$ cat src/rtl/pat_det_pkg.sv
// Shared types for the round-robin 101 detector scheduler.
// Scheduler/detector state enums plus the detector transition rule.
package pat_det_pkg;

  typedef enum logic [1:0] {
    IDLE,
    LOAD,
    SHIFT,
    REPORT
  } sched_state_t;

  typedef enum logic [1:0] {
    S0 = 2'b00,
    S1 = 2'b01,
    S2 = 2'b10,
    S3 = 2'b11
  } det_state_t;

  function automatic det_state_t det_next(
    input det_state_t s,
    input logic       b
  );
    det_state_t n;
    n = S0;
    case (s)
      S0: n = b ? S1 : S0;
      S1: n = b ? S1 : S2;
      S2: n = b ? S3 : S0;
      S3: n = b ? S1 : S2;
      default: n = S0;
    endcase
    return n;
  endfunction

endpackage

$ cat src/rtl/pat_det_sched_if.sv
// Requester-side bus of the 101 detector scheduler.
// master = requester side, slave = scheduler side.
interface pat_det_sched_if #(
  parameter int NREQ  = 4,
  parameter int WIDTH = 8
);
  localparam int CNT_W = $clog2(WIDTH + 1);
  localparam int IDW   = $clog2(NREQ);

  logic [NREQ-1:0]       req;
  logic [NREQ*WIDTH-1:0] data;
  logic [NREQ-1:0]       gnt;
  logic                  busy;
  logic                  done;
  logic [IDW-1:0]        done_id;
  logic [CNT_W-1:0]      match_cnt;

  modport master (
    output req, data,
    input  gnt, busy, done, done_id, match_cnt
  );

  modport slave (
    input  req, data,
    output gnt, busy, done, done_id, match_cnt
  );
endinterface

$ cat src/rtl/pat101_core.sv
// Serial Moore detector for the bit pattern 101 (overlaps allowed).
// out is high while the detector sits in S3.
module pat101_core
  import pat_det_pkg::*;
(
  input  logic       clock,
  input  logic       reset,
  input  logic       clr,
  input  logic       in,
  output logic       out,
  output det_state_t state_out
);

  det_state_t st;

  always_ff @(posedge clock or negedge reset) begin
    if (!reset) begin
      st <= S0;
    end else if (clr) begin
      st <= S0;
    end else begin
      st <= det_next(st, in);
    end
  end

  assign out       = (st == S3);
  assign state_out = st;

endmodule

$ cat src/rtl/pat_det_sched.sv
// Round-robin scheduler sharing one 101 detector among NREQ requesters.
// Grants, clears the detector, shifts the word MSB-first, reports hits.
module pat_det_sched
  import pat_det_pkg::*;
#(
  parameter int NREQ  = 4,
  parameter int WIDTH = 8
) (
  input logic            clock,
  input logic            reset,
  pat_det_sched_if.slave bus
);

  localparam int CNT_W = $clog2(WIDTH + 1);
  localparam int IDW   = $clog2(NREQ);
  localparam int BW    = $clog2(WIDTH);

  sched_state_t     state;
  sched_state_t     state_nx;
  logic [IDW-1:0]   ptr;
  logic [IDW-1:0]   win;
  logic [IDW-1:0]   pick;
  logic [IDW-1:0]   cand;
  logic             found;
  logic [WIDTH-1:0] word;
  logic [WIDTH-1:0] shreg;
  logic [BW-1:0]    bit_idx;
  logic [CNT_W-1:0] cnt;
  logic [CNT_W-1:0] cnt_fin;
  logic [CNT_W-1:0] rep_cnt;
  logic [IDW-1:0]   rep_id;
  logic             last_bit;
  logic             det_in;
  logic             det_out;
  det_state_t       det_st;

  pat101_core u_core (
    .clock     (clock),
    .reset     (reset),
    .clr       (state == LOAD),
    .in        (det_in),
    .out       (det_out),
    .state_out (det_st)
  );

  assign det_in   = (state == SHIFT) & shreg[WIDTH-1];
  assign last_bit = (bit_idx == BW'(WIDTH - 1));
  // out lags the fed bit by a cycle, so the last hit lands in REPORT
  assign cnt_fin  = cnt + CNT_W'(det_out);

  always_comb begin
    pick  = ptr;
    found = 1'b0;
    cand  = '0;
    for (int k = 0; k < NREQ; k++) begin
      cand = IDW'((int'(ptr) + k) % NREQ);
      if (!found && bus.req[cand]) begin
        pick  = cand;
        found = 1'b1;
      end
    end
  end

  always_comb begin
    word = '0;
    for (int k = 0; k < NREQ; k++) begin
      if (win == IDW'(k)) begin
        word = bus.data[k*WIDTH +: WIDTH];
      end
    end
  end

  always_ff @(posedge clock or negedge reset) begin
    if (!reset) begin
      state <= IDLE;
    end else begin
      state <= state_nx;
    end
  end

  always_comb begin
    state_nx = state;
    unique case (state)
      IDLE:   if (|bus.req) state_nx = LOAD;
      LOAD:   state_nx = SHIFT;
      SHIFT:  if (last_bit) state_nx = REPORT;
      REPORT: state_nx = IDLE;
      default: state_nx = IDLE;
    endcase
  end

  always_ff @(posedge clock or negedge reset) begin
    if (!reset) begin
      ptr     <= '0;
      win     <= '0;
      shreg   <= '0;
      bit_idx <= '0;
      cnt     <= '0;
      rep_id  <= '0;
      rep_cnt <= '0;
    end else begin
      unique case (state)
        IDLE: begin
          if (|bus.req) win <= pick;
        end
        LOAD: begin
          shreg   <= word;
          cnt     <= '0;
          bit_idx <= '0;
        end
        SHIFT: begin
          shreg   <= {shreg[WIDTH-2:0], 1'b0};
          bit_idx <= bit_idx + 1'b1;
          if (det_out) cnt <= cnt + 1'b1;
        end
        REPORT: begin
          rep_id  <= win;
          rep_cnt <= cnt_fin;
          ptr     <= (win == IDW'(NREQ - 1)) ? '0 : win + 1'b1;
        end
        default: ;
      endcase
    end
  end

  always_comb begin
    bus.busy      = (state != IDLE);
    bus.gnt       = bus.busy ? (NREQ'(1) << win) : '0;
    bus.done      = (state == REPORT);
    bus.done_id   = bus.done ? win : rep_id;
    bus.match_cnt = bus.done ? cnt_fin : rep_cnt;
  end

endmodule

$ cat src/flat_wrapper.sv
// flat-port wrapper written by rule: the top's interface ports become plain ports
module pat_det_sched_flat import pat_det_pkg::*;
#(
  parameter int NREQ  = 4,
  parameter int WIDTH = 8
)
  (clock, reset, bus_req, bus_data, bus_gnt, bus_busy, bus_done, bus_done_id, bus_match_cnt);
  pat_det_sched_if #(.NREQ(NREQ), .WIDTH(WIDTH)) bus_i ();
  input logic clock;
  input logic reset;
  input wire logic [$bits(bus_i.req)-1:0] bus_req;
  input wire logic [$bits(bus_i.data)-1:0] bus_data;
  output wire logic [$bits(bus_i.gnt)-1:0] bus_gnt;
  output wire logic [$bits(bus_i.busy)-1:0] bus_busy;
  output wire logic [$bits(bus_i.done)-1:0] bus_done;
  output wire logic [$bits(bus_i.done_id)-1:0] bus_done_id;
  output wire logic [$bits(bus_i.match_cnt)-1:0] bus_match_cnt;
  assign bus_i.req = bus_req;
  assign bus_i.data = bus_data;
  assign bus_gnt = bus_i.gnt;
  assign bus_busy = bus_i.busy;
  assign bus_done = bus_i.done;
  assign bus_done_id = bus_i.done_id;
  assign bus_match_cnt = bus_i.match_cnt;
  pat_det_sched #(.NREQ(NREQ), .WIDTH(WIDTH)) u_core (.clock(clock), .reset(reset), .bus(bus_i));
endmodule
$ cat config.mk
export PLATFORM = sky130hd
export DESIGN_NAME = pat_det_sched_flat
export DESIGN_NICKNAME = d
export VERILOG_FILES = /design/src/rtl/pat_det_pkg.sv /design/src/rtl/pat_det_sched_if.sv /design/src/rtl/pat101_core.sv /design/src/rtl/pat_det_sched.sv /design/src/flat_wrapper.sv
export SDC_FILE = /design/constraint.sdc
export NUM_CORES = 1
export LEC_CHECK = 0
export ABC_AREA = 1
export CORE_ASPECT_RATIO = 1.75
export CORE_UTILIZATION = 32
export CTS_BUF_LIST = sky130_fd_sc_hd__clkbuf_2 sky130_fd_sc_hd__clkbuf_4 sky130_fd_sc_hd__clkbuf_8
export CTS_CLUSTER_DIAMETER = 100
export DETAILED_ROUTE_END_ITERATION = 16
export PLACE_DENSITY_LB_ADDON = 0.2
export SLEW_MARGIN = 20
export SYNTH_ARGS = -nofsm -noshare
export SYNTH_HDL_FRONTEND = slang
export SYNTH_SLANG_ARGS = --single-unit
$ cat constraint.sdc
create_clock -name clock -period 2.2 [get_ports clock]
set_input_delay 0.44 -clock clock [delete_from_list [all_inputs] [get_ports clock]]
set_output_delay 0.44 -clock clock [all_outputs]
set_load 0.01 [all_outputs]
**Word-level counts from Yosys, hierarchy flattened**

Cells that the tools add are included.

- Shift-type cells: 1
- Equal/unequal tests: 13
- Reduce and logical (&&, ||, !) cells: 16
- $lt $le $gt $ge: 4
- Bitwise logic cells: 1
- Add/sub/neg operators: 7
- Mux-type cells: 34

Operators with widths:

| operator | number |
|---|---|
| two-way mux 8 bit | 4 |
| two-way mux 2 bit | 10 |
| case mux 8 bit (2 select lines) | 1 |
| equality test 2 bit (second input constant) | 6 |
| less-than comparator 2 x 3 -> 1 bit (second input constant) | 4 |
| two-way mux 4 bit | 3 |
| binary-select mux 1 bit (select 2 bit) | 4 |
| two-way mux 1 bit | 8 |
| case mux 2 bit (4 select lines) | 1 |
| case mux 4 bit (2 select lines) | 1 |
| equality test 2 x 1 -> 1 bit (second input constant) | 3 |
| zero test 2 bit | 3 |
| inequality test 2 x 1 -> 1 bit (second input constant) | 3 |
| case mux 2 bit (3 select lines) | 1 |
| case mux 3 bit (2 select lines) | 1 |
| AND reduction 2 bit | 3 |
| adder 2 x 1 -> 2 bit (second input constant) | 2 |
| adder 2 bit (second input constant) | 2 |
| adder 4 x 1 -> 4 bit | 1 |
| adder 4 x 1 -> 4 bit (second input constant) | 1 |
| nonzero test 2 bit | 2 |
| OR reduction 4 bit | 1 |
| left shift 1 x 2 -> 4 bit (first input constant) | 1 |
| adder 3 x 1 -> 3 bit (second input constant) | 1 |
| 5 further kinds | 9 |

- Word-level logic and storage cells: 85
- Output and inout bits: 12
- Bits of input ports: 38
- Bits in registers: 29

**Logic depth before layout (Yosys ltp)**

- Depth in word-level cells: 12
- Gate-level depth with buffers: 13
- Depth with buffers taken out: 12

**By module**

A second synthesis with hierarchy kept.

- Cells, all modules: 256
- Area, all modules: 1883.1 µm²

By module, submodules not included:

| module | area each (µm²) | sequential area each (µm²) | cells each | instances |
|---|---|---|---|---|
| pat_det_sched | 1798.0 | 675.6 | 246 | 1 |
| pat101_core | 85.1 | 50.0 | 10 | 1 |

**Least setup slack after synthesis**

No wires, ideal clock.

- Kind: register to output
- Start point: register u_core.u_core.st[1], in the netlist u_core.u_core.state_out[1]
- End point: output bus_match_cnt[2]
- Path slack: 0.484 ns
- Buffers on the path: 0
- Cell stages (with the launch flop): 7
- Required time: 1.760 ns
- Data arrival time: 1.276 ns
- Cells stage by stage: dfrtp_1 -> nand2_1 -> inv_1 -> ha_1 -> ha_1 -> xnor2_1 -> o21ai_0

- Word-level cells in the longest chain between the ends: 3

RTL lines:

| item | line | text |
|---|---|---|
| start, declared | pat101_core.sv:14 | `det_state_t st;` |
| start signal, assigned | pat101_core.sv:22 | `st <= det_next(st, in);` |
| equality test 2 bit | pat101_core.sv:26 | `assign out = (st == S3);` |
| adder 4 x 1 -> 4 bit | pat_det_sched.sv:49 | `assign cnt_fin = cnt + CNT_W'(det_out);` |
| two-way mux 4 bit | pat_det_sched.sv:131 | `bus.match_cnt = bus.done ? cnt_fin : rep_cnt;` |
| end, declared | flat_wrapper.sv:17 | `output wire logic [$bits(bus_i.match_cnt)-1:0] bus_match_cnt;` |

No other way between the ends.

**Worst setup path after layout**

- Start point: register u_core.state[0]
- End point: output bus_busy

- Word-level cells in the longest chain between the ends: 1

RTL lines:

| item | line | text |
|---|---|---|
| start, declared | pat_det_sched.sv:18 | `sched_state_t state;` |
| start signal, assigned | pat_det_sched.sv:77 | `state <= state_nx;` |
| nonzero test 2 bit | pat_det_sched.sv:127 | `bus.busy = (state != IDLE);` |
| end, declared | flat_wrapper.sv:14 | `output wire logic [$bits(bus_i.busy)-1:0] bus_busy;` |

No other way between the ends.

==> impl_metrics.ini <==
[routing]
firstDrtPassIters = 4
drt_iter0_markers = 41
vias = 1806
viasPerCell = 4.58
drc = 0
ant_nets = 0
wirelength_mm = 4.77
wl_per_cell_um = 12.1

[power_and_ir_drop]
power_frac_comb = 0.609
switching_share = 0.453
ir_drop_uv = 522
power.density_nw_per_um2 = 1260
p_total_uw = 3300
intPower_uw = 1800
p_clk_frac = 0.136
seq_power_share = 0.255
p_switching_uw = 1500
p_leak_uw = 0.00137

[worst_setup_path]
cp_common_cell = inv_1
cp.arrival_ns = 1.66
path_max_fanout = 6
end_kind = output pin
path_cells = inv_1 > ha_2 > inv_1 > clkdlybuf4s50_1
cp.required_ns = 1.76
cp-start-kind = flip-flop
critPathMaxStageDelay_ns = 0.55
cp_slowest_cell = clkdlybuf4s50_1
crit_type = flip-flop to output pin

[yosys]
synth_area_leaders = dfrtp_1 38%, nand2_1 17%, ha_1 9.2%, o21ai_0 5.5%, inv_1 5.4%
ys_seq_area_frac = 0.383
synthesis.area_um2 = 1890
syn_area_per_cell_um2 = 7.34
syn_inst = 258
yosysMostFrequentCell = nand2_1
synthArstFlopShare = 1.00
synthFlopType = dfrtp_1
synth_area_leader_cell = dfrtp_1
synth_common_cells = 84 x nand2_1, 29 x dfrtp_1, 27 x inv_1, 21 x o21ai_0, 16 x nand3_1
synth-edff-count = 0
yosys_warnings = 0
yosysTopAreaCellShare = 0.383
synth_cell_types = 26
synth_fp_nets = 310
ys_ff_latch = 29

[global_routing]
grt.total_usage = 0.173
antenna_found_initial = 0
gr-total-overflow = 0
grt_pass1_vias = 1845
grt_max_degree = 30
grt_pass1_wl_mm = 8.23

[floorplanning]
io_pins = 50
rows = 36
fp.dieW_um = 60.2
start_util = 0.336
fp.dieH_um = 104
core_um2 = 5630
die_area_um2 = 6240

[clocking]
cts_tree = built
clockBufferDepth = 2
clk_pin_slew_ns = 0.06
hold_buffers = 0
cts_buffers = 5
cts_root_buf = clkbuf_8
clk-insertion-delay-late_ns = 0.27
cts_sinks = 29
htree_levels = 2

[placed_design]
dp_cells = 385
pre_cts_slack_ns = -0.0210
placed_area_um2 = 2510
io_buffers = 49
globalplace.congestion = 0.759
dp_hpwl_mm = 3.83

[final_layout]
antenna_cells_inserted = 0
nNetsFinal = 370
fin_cells = 394
drive_above_1_share = 0.104
area_growth_pct = 38.0
fin_area_um2 = 2620

[timing]
finClkSkew_ns = 0.00206
slew_violations = 0
setup_violations = 0
finalSetupTns_ns = 0
max_freq_mhz = 476
timing.slew.headroom = 0.747
min_period_ns = 2.10
setup_slack_ns = 0.0975
tightest_slew_ns = 0.376
post-route-period-util = 0.956
finalHoldViolCount = 0

[flow_run]
max-cap-violations = 0

[status]
outcome = completed

[min_path]
hold_path_class = flip-flop to flip-flop
==> critical path: cells and delay by family, from the launching register on <==
kind	cells	cell delay, ns
DFF	1	0.39
adders and majority gates	1	0.24
buffers and inverters	3	0.76
==> cell usage in the layout, fill, tap and decap left out <==
master and count:
nor2_2 1, inv_2 4, o21ai_0 20, buf_4 10, ha_1 12, o211ai_1 1, nand3_1 16, dfrtp_1 29
o21bai_1 7, nor2_1 12, xnor2_1 1, ha_2 2, clkbuf_4 1, nand2_1 84, clkbuf_8 6, o21ai_1 5
inv_1 26, dlymetal6s2s_1 3, xor2_1 3, clkbuf_2 1, o31ai_1 1, clkdlybuf4s50_1 41, nor2_4 1, a211oi_1 1
a21oi_1 11, inv_4 1, o22ai_1 7, dlygate4sd2_1 4, nand2_4 1, a22oi_1 1, nand2_2 5
==> cell families after synthesis <==
family / synth area share
buffers and inverters: 0.0799
AND/OR/NAND/NOR: 0.264
flip-flops: 0.383
adder cells (fa/ha/maj): 0.0925
XOR/XNOR: 0.0185
AO/OA/AOI/OAI: 0.162
==> worst paths after layout <==
check	slack [ns]	from	end	cells after the start
max in group asynchronous	1.37	reset	u_core.win[0]	2
min in group asynchronous	0.55	reset	u_core.rep_cnt[3]	2
max	0.1	u_core.state[0]	bus_busy	4
min reg2reg	0.48	u_core.rep_cnt[1]	u_core.rep_cnt[1]	2
max reg2reg	0.47	u_core.win[0]	u_core.shreg[2]	10
min	0.48	u_core.rep_cnt[1]	u_core.rep_cnt[1]	2
==> cell type report <==
class	instances	area, um2
Fill cell	610	3020
Multi-Input combinational cell	192	1020
Sequential cell	29	726
Timing Repair Buffer	59	563
Inverter	31	119
Tap cell	76	95.1
Clock buffer	7	90.1
==> per-stage QoR <==
| step | util | hold WS, ns |
|---|---|---|
| after global routing | 0.464 | 0.515 |
| after CTS | 0.461 | 0.487 |
| after global placement | 0.445 | 0.470 |
| final | 0.464 | 0.481 |
| after floorplan | - | 0.144 |
| after detailed placement | 0.445 | 0.476 |
==> layer usage <==
| layer | vias to the layer above | share of wire | track usage |
|---|---|---|---|
| li1 | 953 | - | - |
| met1 | 822 | 0.41 | 0.194 |
| met2 | 25 | 0.55 | 0.312 |
| met3 | 6 | 0.023 | 0.0312 |
| met4 | 0 | 0.013 | 0.0548 |
| met5 | - | 0 | 0 |
==> state kept, by name (all words and copies together) (netlist names) <==
| register | count |
|---|---|
| u_core.state | 2 |
| u_core.win | 2 |
| u_core.cnt | 4 |
| u_core.bit_idx | 3 |
| u_core.rep_cnt | 4 |
| u_core.rep_id | 2 |
| u_core.shreg | 8 |
| u_core.ptr | 2 |
| u_core.u_core.state_out | 2 |
==> what timing repair did <==
action | 4_1_cts | 5_1_grt
setup endpoints to repair | 6 | 5
endpoints found under the hold margin | 0 | 0
buffers inserted | 0 | 2
resized for setup | 7 | 7
==> power by group through the flow <==
stage          clock (uW)  combinational (uW)  sequential (uW)
3_5_place_dp            0                2030              853
2_1_floorplan           0                1420              809
4_1_cts               458                2030              842
6_report              448                2010              842
5_1_grt               489                2330              869
3_3_place_gp            0                2010              847
Power figures use the tool's default switching activity.
